File: src/rtl/p1_fetch.sv
`timescale 1ns/1ps
`default_nettype none
// +----------------------------------------------------------------------------+
// | p1_fetch : P1 instruction-fetch stage, producer side of the P1->P2 register |
// | Rev 1.0  : initial release                                                  |
// +----------------------------------------------------------------------------+

package p1_fetch_pkg;
    localparam int unsigned P1_XLEN = 32;

    typedef struct packed {
        logic [P1_XLEN-1:0] pc;
        logic [P1_XLEN-1:0] pc_plus_4;
    } p1p2_t;
endpackage

module p1_fetch
    import p1_fetch_pkg::*;
#(
    parameter int unsigned     XLEN     = 32,
    parameter logic [XLEN-1:0] RESET_PC = '0,
    parameter int unsigned     DEPTH    = 2
) (
    input  logic            i_clk,
    input  logic            i_rst,
    input  logic            i_stall,
    input  logic            i_redirect,
    input  logic [XLEN-1:0] i_redirect_pc,
    output logic            o_imem_req,
    output logic [XLEN-1:0] o_imem_addr,
    input  logic            i_imem_gnt,
    input  logic            i_imem_rvalid,
    input  logic [31:0]     i_imem_rdata,
    output logic            o_valid,
    output logic [31:0]     o_instr,
    output p1p2_t           o_p1p2
);

    localparam int unsigned c_CNT_W = $clog2(DEPTH + 1);
    localparam int unsigned c_SUM_W = c_CNT_W + 1;
    localparam int unsigned c_PTR_W = $clog2(DEPTH);
    localparam logic [31:0] c_NOP   = 32'h0000_0013;

    typedef enum logic [0:0] {
        S_RUN   = 1'b0,
        S_DRAIN = 1'b1
    } state_t;

    state_t r_state;
    state_t w_state_nxt;

    logic [XLEN-1:0]    r_pc;
    logic [c_CNT_W-1:0] r_outstanding;
    logic [c_CNT_W-1:0] r_kill_cnt;

    // PC FIFO: addresses of live (not killed) granted fetches, in order
    logic [XLEN-1:0]    r_pcq_mem [DEPTH];
    logic [c_PTR_W-1:0] r_pcq_wr;
    logic [c_PTR_W-1:0] r_pcq_rd;

    // Output buffer feeding the P1/P2 register
    logic [31:0]        r_ob_instr [DEPTH];
    logic [XLEN-1:0]    r_ob_pc    [DEPTH];
    logic [c_PTR_W-1:0] r_ob_wr;
    logic [c_PTR_W-1:0] r_ob_rd;
    logic [c_CNT_W-1:0] r_ob_cnt;

    logic               w_rsp;
    logic               w_pop;
    logic               w_req;
    logic               w_fire;
    logic               w_accept;
    logic               w_kill;
    logic               w_valid;
    logic [c_SUM_W-1:0] w_used;
    logic [c_CNT_W-1:0] w_out_after_rsp;

    function automatic logic [c_PTR_W-1:0] ptr_inc(input logic [c_PTR_W-1:0] p);
        return (p == c_PTR_W'(DEPTH - 1)) ? '0 : p + c_PTR_W'(1);
    endfunction

    // A response with nothing outstanding is a protocol error and is ignored
    assign w_rsp           = i_imem_rvalid & (r_outstanding != '0);
    assign w_valid         = (r_ob_cnt != '0);
    assign w_pop           = w_valid & ~i_stall;
    assign w_out_after_rsp = r_outstanding - c_CNT_W'(w_rsp);
    assign w_used          = c_SUM_W'(r_outstanding) + c_SUM_W'(r_ob_cnt) - c_SUM_W'(w_pop);

    always_comb begin
        w_state_nxt = r_state;
        w_req       = 1'b0;
        w_accept    = 1'b0;
        w_kill      = 1'b0;

        w_req = ~i_rst & ~i_redirect & (w_used < c_SUM_W'(DEPTH));

        if (!i_redirect && w_rsp) begin
            if (r_state == S_DRAIN) begin
                w_kill = 1'b1;
            end else begin
                w_accept = 1'b1;
            end
        end

        if (i_redirect) begin
            w_state_nxt = (w_out_after_rsp != '0) ? S_DRAIN : S_RUN;
        end else if ((r_state == S_DRAIN) && w_rsp && (r_kill_cnt == c_CNT_W'(1))) begin
            w_state_nxt = S_RUN;
        end
    end

    assign w_fire = w_req & i_imem_gnt;

    always_ff @(posedge i_clk) begin
        if (i_rst) begin
            r_state <= S_RUN;
        end else begin
            r_state <= w_state_nxt;
        end
    end

    always_ff @(posedge i_clk) begin
        if (i_rst) begin
            r_pc          <= RESET_PC;
            r_outstanding <= '0;
            r_kill_cnt    <= '0;
            r_pcq_wr      <= '0;
            r_pcq_rd      <= '0;
            r_ob_wr       <= '0;
            r_ob_rd       <= '0;
            r_ob_cnt      <= '0;
        end else begin
            r_outstanding <= r_outstanding + c_CNT_W'(w_fire) - c_CNT_W'(w_rsp);
            if (i_redirect) begin
                r_pc       <= i_redirect_pc & ~XLEN'(3);
                r_kill_cnt <= w_out_after_rsp;
                r_pcq_wr   <= '0;
                r_pcq_rd   <= '0;
                r_ob_wr    <= '0;
                r_ob_rd    <= '0;
                r_ob_cnt   <= '0;
            end else begin
                if (w_fire) begin
                    r_pc     <= r_pc + XLEN'(4);
                    r_pcq_wr <= ptr_inc(r_pcq_wr);
                end
                if (w_kill) begin
                    r_kill_cnt <= r_kill_cnt - c_CNT_W'(1);
                end
                if (w_accept) begin
                    r_pcq_rd <= ptr_inc(r_pcq_rd);
                    r_ob_wr  <= ptr_inc(r_ob_wr);
                end
                if (w_pop) begin
                    r_ob_rd <= ptr_inc(r_ob_rd);
                end
                r_ob_cnt <= r_ob_cnt + c_CNT_W'(w_accept) - c_CNT_W'(w_pop);
            end
        end
    end

    // Storage carries no reset; occupancy is tracked by the pointers above
    always_ff @(posedge i_clk) begin
        if (w_fire) begin
            r_pcq_mem[r_pcq_wr] <= r_pc;
        end
        if (w_accept) begin
            r_ob_instr[r_ob_wr] <= i_imem_rdata;
            r_ob_pc[r_ob_wr]    <= r_pcq_mem[r_pcq_rd];
        end
    end

    assign o_imem_req  = w_req;
    assign o_imem_addr = r_pc;
    assign o_valid     = w_valid;

    always_comb begin
        o_instr = c_NOP;
        o_p1p2  = '0;
        if (w_valid) begin
            o_instr          = r_ob_instr[r_ob_rd];
            o_p1p2.pc        = r_ob_pc[r_ob_rd];
            o_p1p2.pc_plus_4 = r_ob_pc[r_ob_rd] + XLEN'(4);
        end
    end

endmodule

`default_nettype wire
File: config.mk
export PLATFORM = sky130hd
export DESIGN_NAME = p1_fetch
export DESIGN_NICKNAME = d
export VERILOG_FILES = /design/src/rtl/p1_fetch.sv
export SDC_FILE = /design/constraint.sdc
export NUM_CORES = 1
export LEC_CHECK = 0
export CORE_MARGIN = 4
export CORE_UTILIZATION = 48
export DETAILED_ROUTE_END_ITERATION = 8
export MAX_ROUTING_LAYER = met4
export PLACE_DENSITY = 0.78
export SLEW_MARGIN = 5
export SYNTH_ARGS = -nofsm -noshare
export SYNTH_HDL_FRONTEND = slang
export SYNTH_SLANG_ARGS = --single-unit
File: constraint.sdc
create_clock -name i_clk -period 11.1 [get_ports i_clk]
set_input_delay 3.33 -clock i_clk [delete_from_list [all_inputs] [get_ports i_clk]]
set_output_delay 3.33 -clock i_clk [all_outputs]
set_load 0.02 [all_outputs]
==> flow_metrics.env, run 1 <==
export IMPL_outcome="finished clean"
export IMPL_hold_buffers=0
export IMPL_final_net_count=1103
export IMPL_synthTopCellsByArea="edfxtp_1, dfxtp_1, mux2i_1"
export IMPL_post_synth_num_cell_types=66
export IMPL_detailedPlacementHpwl_mm=17.1
export IMPL_finalWirelength_mm=24.8
export IMPL_number_of_setup_violations_in_the_final_report=0
export IMPL_grt_pass1_vias=7081
export IMPL_fin_util_pct=62.7
export IMPL_route_detailed_drc=0
export IMPL_syn_to_final_growth_pct=27.4
export IMPL_rsz_0062_raised_after_global_routing="false"
export IMPL_cp_start_kind="input port"
export IMPL_postCtsResizedCells=0
export IMPL_antenna_cells_inserted=0
export IMPL_grt_antenna_before_repair=0
export IMPL_die_y_um=156
export IMPL_fraction_of_synthesized_cell_area_taken_by_the_top_area_cell_type_pct=52.9
export IMPL_maxSlewHeadroom_pct=35.4
export IMPL_vias_per_instance=5.65
export IMPL_synth_edff_count=184
export IMPL_synth_largest_area_cell="edfxtp_1"
export IMPL_most_used_dff_post_synth="edfxtp_1"
export IMPL_grt_total_usage_pct=20.3
export IMPL_fin_tns_setup_ns=0
export IMPL_syn_area_per_cell_um2=12.5
export IMPL_yosys_cell_count_top_type="edfxtp_1"
export IMPL_core_area_um2=21200
export IMPL_post_synth_instance_area_um2=10400
export IMPL_power_per_cell_area_nw_per_um2=154
export IMPL_antenna_violating_nets_post_route=0
export IMPL_period_minus_slack_ns=9.07
export IMPL_globalRoute_totalOverflow=0
export IMPL_std_cell_rows=53
export IMPL_starting_utilization_of_the_core_area_pct=49.2
export IMPL_yosys_top_cells_count="edfxtp_1, nor2_1, mux2i_1, nand2_1, dfxtp_1"
export IMPL_clk_transition_reported_paths_ns=0.06
export IMPL_yosys_register_bits=227
export IMPL_htree_num_levels=1
export IMPL_cts_repair_timing_setup_buffer_count=0
export IMPL_clock_root_buffer="clkbuf_16"
export IMPL_synth_yosys_warnings=0
export IMPL_crit_fanout=4
export IMPL_gpl_final_weighted_congestion=0.876
export IMPL_cts_buffers=23
export IMPL_floorplan_die_width_um=156
export IMPL_cts_sinks=227
export IMPL_timing_clock_skew_ns=0.0136
export IMPL_clock_network_latency_to_the_later_pin_of_the_worst_skew_pair_ns=0.50
export IMPL_i_o_pin_total=200
export IMPL_cp_data_required_time_ns=7.77
export IMPL_worst_setup_path_type="in2out"
export IMPL_achievable_frequency_mhz=110
export IMPL_post_route_period_util_pct=81.7
export IMPL_layout_filler_cells=1628
export IMPL_tritoncts="yes"
export IMPL_maximum_number_of_pins_on_one_net_before_global_route_repair=80
export IMPL_max_slew_worst_pin_slew_ns=0.956
export IMPL_grt_pass1_wl_mm=38.8
export IMPL_syn_inst=839
export IMPL_num_vias=7434
export IMPL_cts_buffer_depth=3
export IMPL_route_detailed_wl_per_inst_um=18.9
export IMPL_ir_worst_vdd_mv=0.0862
export IMPL_async_reset_ff_share_pct=0
export IMPL_max_cap_violations=0
export IMPL_synth_sequential_area_ratio_pct=61.1
export IMPL_hold_violations=0
export IMPL_drive_gt1_share_pct=9.42
export IMPL_static_leakage_power_nw=4.33
export IMPL_timing_final_max_slew_violations=0
export IMPL_detailedRoute_firstIterationViolations=491
export IMPL_hold_path_class="reg2reg"
export IMPL_critPathArrivalTime_ns=5.74
export IMPL_fp_dieArea_um2=24200
export IMPL_drtPass1Iterations=5
export IMPL_port_buffers=191
export IMPL_crit_path_end_kind="primary output"
-- power breakdown --
group          switching (mW)  internal [mW]
registers              0.0405          0.985
logic                   0.174          0.130
clock network           0.296          0.423
-- cell type report --
class | instances | area, um^2 | area share, %
clock inverter | 9 | 66.3 | 0.498
multi-input combinational | 556 | 3820 | 28.7
inverter | 14 | 52.6 | 0.395
clock buffer | 32 | 639 | 4.80
timing repair buffer | 202 | 1990 | 15.0
tap | 275 | 344 | 2.59
sequential | 227 | 6390 | 48.0
-- cells in the final DEF (no fill, tap or decap), drive strengths merged, types with 21 or more instances in the layout --
cell	count
o21ai	22
nand3	33
nor2	106
dfxtp	43
nand2	52
mux2	35
clkbuf	32
nand4	30
a21oi	23
edfxtp	184
xnor2	21
mux2i	61
clkdlybuf4s50	191
-- worst max-delay path, cell delays in order --
cell,delay (ns)
clkdlybuf4s50_1,0.46
nor3_1,0.27
o21ai_0,0.17
fa_1,0.40
xor2_1,0.28
and3_1,0.22
clkdlybuf4s50_1,0.61
-- registers in the layout, indices dropped and copies added, names as in the netlist, named ones only --
signal         flops
r_ob_instr        64
o_imem_addr       30
r_pcq_wr           1
r_state            1
r_outstanding      2
r_ob_cnt           2
r_ob_rd            1
r_ob_pc           60
r_kill_cnt         2
r_ob_wr            1
r_pcq_rd           1
r_pcq_mem         60
-- final timing paths --
| kind | startpoint | end | slack (ns) | cells after the start |
|---|---|---|---|---|
| worst min register to register | r_pcq_rd | r_pcq_rd | 0.51 | 2 |
| worst max register to register | r_ob_cnt[1] | r_pcq_mem[0][9] | 7.59 | 8 |
| worst max-delay path | i_stall | o_imem_req | 2.03 | 7 |
| worst min-delay path | r_pcq_rd | r_pcq_rd | 0.51 | 2 |
-- logic make-up (layout without fill, tap and decap cells) --
family	Yosys count	count (layout)	synth area share (%)
compound gates	115	115	7.63
xor+xnor	33	33	2.77
fa+ha+maj	9	9	1.15
buf+inv	61	257	2.77
flops	227	227	61.1
mux	96	96	9.62
other cells	1	6	0.0359
simple gates	297	297	14.9
-- through the flow --
step | power (mW) | instance area, um^2 | cells | setup slack [ns] | hold slack, ns
after floorplan | 1.22 | 10500 | 844 | 3.14 | 0.472
after global placement | 1.33 | 12600 | 1274 | 2.09 | 0.481
after detailed placement | 1.34 | 12600 | 1274 | 2.07 | 0.499
after CTS | 2.06 | 13300 | 1315 | 2.05 | 0.514
after global routing | 2.13 | 13300 | 1315 | 1.87 | 0.556
final | 2.05 | 13300 | 1315 | 2.03 | 0.509
-- layer usage --
| layer | part of all wire [%] | vias to the layer above | global-route usage, % | wire (um) |
|---|---|---|---|---|
| met3 | 9.8 | 30 | 4.06 | 2440 |
| li1 | - | 3527 | - | - |
| met1 | 46 | 3519 | 29.6 | 11300 |
| met2 | 43 | 358 | 30.0 | 10700 |
| met5 | 0 | - | - | 0 |
| met4 | 1.3 | 0 | 4.00 | 320 |
(Power assumes the default switching activity.)
==> run 2, diff against run 1 <==
--- a/config.mk
+++ b/config.mk
@@ -6,10 +6,10 @@
 export NUM_CORES = 1
 export LEC_CHECK = 0
 export CORE_MARGIN = 4
-export CORE_UTILIZATION = 48
+export CORE_UTILIZATION = 47
 export DETAILED_ROUTE_END_ITERATION = 8
 export MAX_ROUTING_LAYER = met4
-export PLACE_DENSITY = 0.78
+export PLACE_DENSITY = 0.79
 export SLEW_MARGIN = 5
 export SYNTH_ARGS = -nofsm -noshare
 export SYNTH_HDL_FRONTEND = slang
==> constraint.sdc (replaced) <==
create_clock -name i_clk -period 7.55 [get_ports i_clk]
set_input_delay 2.265 -clock i_clk [delete_from_list [all_inputs] [get_ports i_clk]]
set_output_delay 2.265 -clock i_clk [all_outputs]
set_load 0.02 [all_outputs]
==> flow_metrics.env, run 2 (synthesis gave the netlist of run 1 again) <==
export IMPL_crit_fanout=4
export IMPL_reg2reg_from="r_ob_cnt[1]"
export IMPL_reg2reg_depth=13
export IMPL_final_net_count=1105
export IMPL_grt_antenna_before_repair=0
export IMPL_finalWirelength_mm=24.7
export IMPL_rsz_0062_raised_after_global_routing="false"
export IMPL_maxSlewHeadroom_pct=32.1
export IMPL_detailedRoute_firstIterationViolations=481
export IMPL_antenna_cells_inserted=0
export IMPL_static_leakage_power_nw=4.37
export IMPL_layout_filler_cells=1655
export IMPL_clk_transition_reported_paths_ns=0.06
export IMPL_cts_repair_timing_setup_buffer_count=0
export IMPL_hold_violations=0
export IMPL_detailedPlacementHpwl_mm=17.5
export IMPL_hold_path_class="reg2reg"
export IMPL_num_vias=7393
export IMPL_largestRegisters="r_ob_instr: 64 flops, r_ob_pc: 60 flops, r_pcq_mem: 60 flops"
export IMPL_power_per_cell_area_nw_per_um2=231
export IMPL_final_cell_mix="clkdlybuf4s50_1, edfxtp_1, nor2_1"
export IMPL_htree_num_levels=1
export IMPL_hold_buffers=0
export IMPL_max_slew_worst_pin_slew_ns=1.01
export IMPL_cts_sinks=227
export IMPL_drive_gt1_share_pct=9.78
export IMPL_ir_worst_vdd_mv=0.135
export IMPL_maximum_number_of_pins_on_one_net_before_global_route_repair=69
export IMPL_grt_pass1_wl_mm=38.4
export IMPL_globalRoute_totalOverflow=0
export IMPL_hold_depth=2
export IMPL_die_y_um=157
export IMPL_max_cap_violations=0
export IMPL_fin_util_pct=61.3
export IMPL_cts_buffer_depth=3
export IMPL_critPathArrivalTime_ns=4.60
export IMPL_clock_network_latency_to_the_later_pin_of_the_worst_skew_pair_ns=0.51
export IMPL_cp_data_required_time_ns=5.29
export IMPL_route_detailed_wl_per_inst_um=18.7
export IMPL_drtPass1Iterations=4
export IMPL_antenna_violating_nets_post_route=0
export IMPL_grt_total_usage_pct=19.8
export IMPL_number_of_setup_violations_in_the_final_report=0
export IMPL_grt_pass1_vias=7239
export IMPL_registers_top_by_ff_count="r_ob_instr"
export IMPL_tritoncts="yes"
export IMPL_i_o_pin_total=200
export IMPL_syn_to_final_growth_pct=28.1
export IMPL_period_minus_slack_ns=6.87
export IMPL_route_detailed_drc=0
export IMPL_r2r_setup_slack_ns=4.09
export IMPL_outcome="finished clean"
export IMPL_critical_path_reg2reg_endpoint="r_outstanding[1]"
export IMPL_timing_clock_skew_ns=0.0232
export IMPL_fin_tns_setup_ns=0
export IMPL_achievable_frequency_mhz=146
export IMPL_postLayoutCellArea_um2=13400
export IMPL_worst_setup_path_type="in2out"
export IMPL_place_area_um2=12600
export IMPL_clock_root_buffer="clkbuf_16"
export IMPL_vias_per_instance=5.59
export IMPL_postCtsResizedCells=0
export IMPL_floorplan_die_width_um=157
export IMPL_starting_utilization_of_the_core_area_pct=47.9
export IMPL_std_cell_rows=54
export IMPL_timing_final_max_slew_violations=0
export IMPL_core_area_um2=21800
export IMPL_cp_start_kind="input port"
export IMPL_hold_path_startpoint="r_pcq_rd"
export IMPL_cts_buffers=23
export IMPL_gpl_final_weighted_congestion=0.851
export IMPL_fp_dieArea_um2=24700
export IMPL_post_route_period_util_pct=91.0
export IMPL_largest_register_ffs=64
export IMPL_crit_path_end_kind="primary output"
export IMPL_port_buffers=191
export IMPL_layout_commonest_cell="clkdlybuf4s50_1"
[run 2: cell count changes in the layout (fill, tap and decap cells not counted), sizes merged]
cell and delta:
bufinv +2, clkbuf +3, clkinvlp -1, inv +1
clkinv -4, buf +2
[run 2: worst max path at each step]
stage                  from         end
detailed placement  i_stall  o_imem_req
global placement    i_stall  o_imem_req
floorplan           i_stall  o_imem_req
finish              i_stall  o_imem_req
global route        i_stall  o_imem_req
CTS                 i_stall  o_imem_req
[run 2: power breakdown]
group / switching (mW) / internal [mW]
logic: 0.253 / 0.192
clock network: 0.440 / 0.696
registers: 0.0582 / 1.45
total: 0.751 / 2.33
[run 2: layout make-up]
type	count	area [um^2]	share of cell area, %
flip-flops and latches	227	6390	47.8
inverters	14	52.6	0.393
repair buffers	204	2010	15.0
well taps	280	350	2.62
clock buffers	35	651	4.86
clock inverters	7	113	0.842
multi-input cells	556	3810	28.5
[run 2: routing by layer]
metal	GRT usage, %	up-vias	part of all wire, %
li1	-	3521	-
met1	27.7	3517	45
met2	31.1	330	45
met3	3.49	25	9.3
met4	3.48	0	1.1
met5	-	-	0
[run 2: worst max-delay path: stages]
cell             delay, ns
clkdlybuf4s50_1       0.45
nor3_1                0.26
o21ai_0               0.17
fa_1                  0.39
xor2_1                0.26
and3_1                0.20
clkdlybuf4s50_1       0.61
[run 2: per-stage QoR]
step | power, mW | instances | worst slack, ns | hold WS [ns]
final | 3.09 | 1323 | 0.683 | 0.506
after global routing | 3.22 | 1323 | 0.535 | 0.560
after CTS | 3.11 | 1323 | 0.682 | 0.509
after detailed placement | 1.98 | 1281 | 0.698 | 0.493
after global placement | 1.96 | 1281 | 0.710 | 0.482
after floorplan | 1.79 | 844 | 1.72 | 0.472
==> run 3, diff against run 2 <==
--- a/config.mk
+++ b/config.mk
@@ -5,6 +5,7 @@
 export SDC_FILE = /design/constraint.sdc
 export NUM_CORES = 1
 export LEC_CHECK = 0
+export CAP_MARGIN = 20
 export CORE_MARGIN = 4
 export CORE_UTILIZATION = 47
 export DETAILED_ROUTE_END_ITERATION = 8
@@ -14,3 +15,4 @@
 export SYNTH_ARGS = -nofsm -noshare
 export SYNTH_HDL_FRONTEND = slang
 export SYNTH_SLANG_ARGS = --single-unit
+export TNS_END_PERCENT = 50
==> results of run 3 <==
The final DEF is identical to that of run 2; final timing and power are the same.
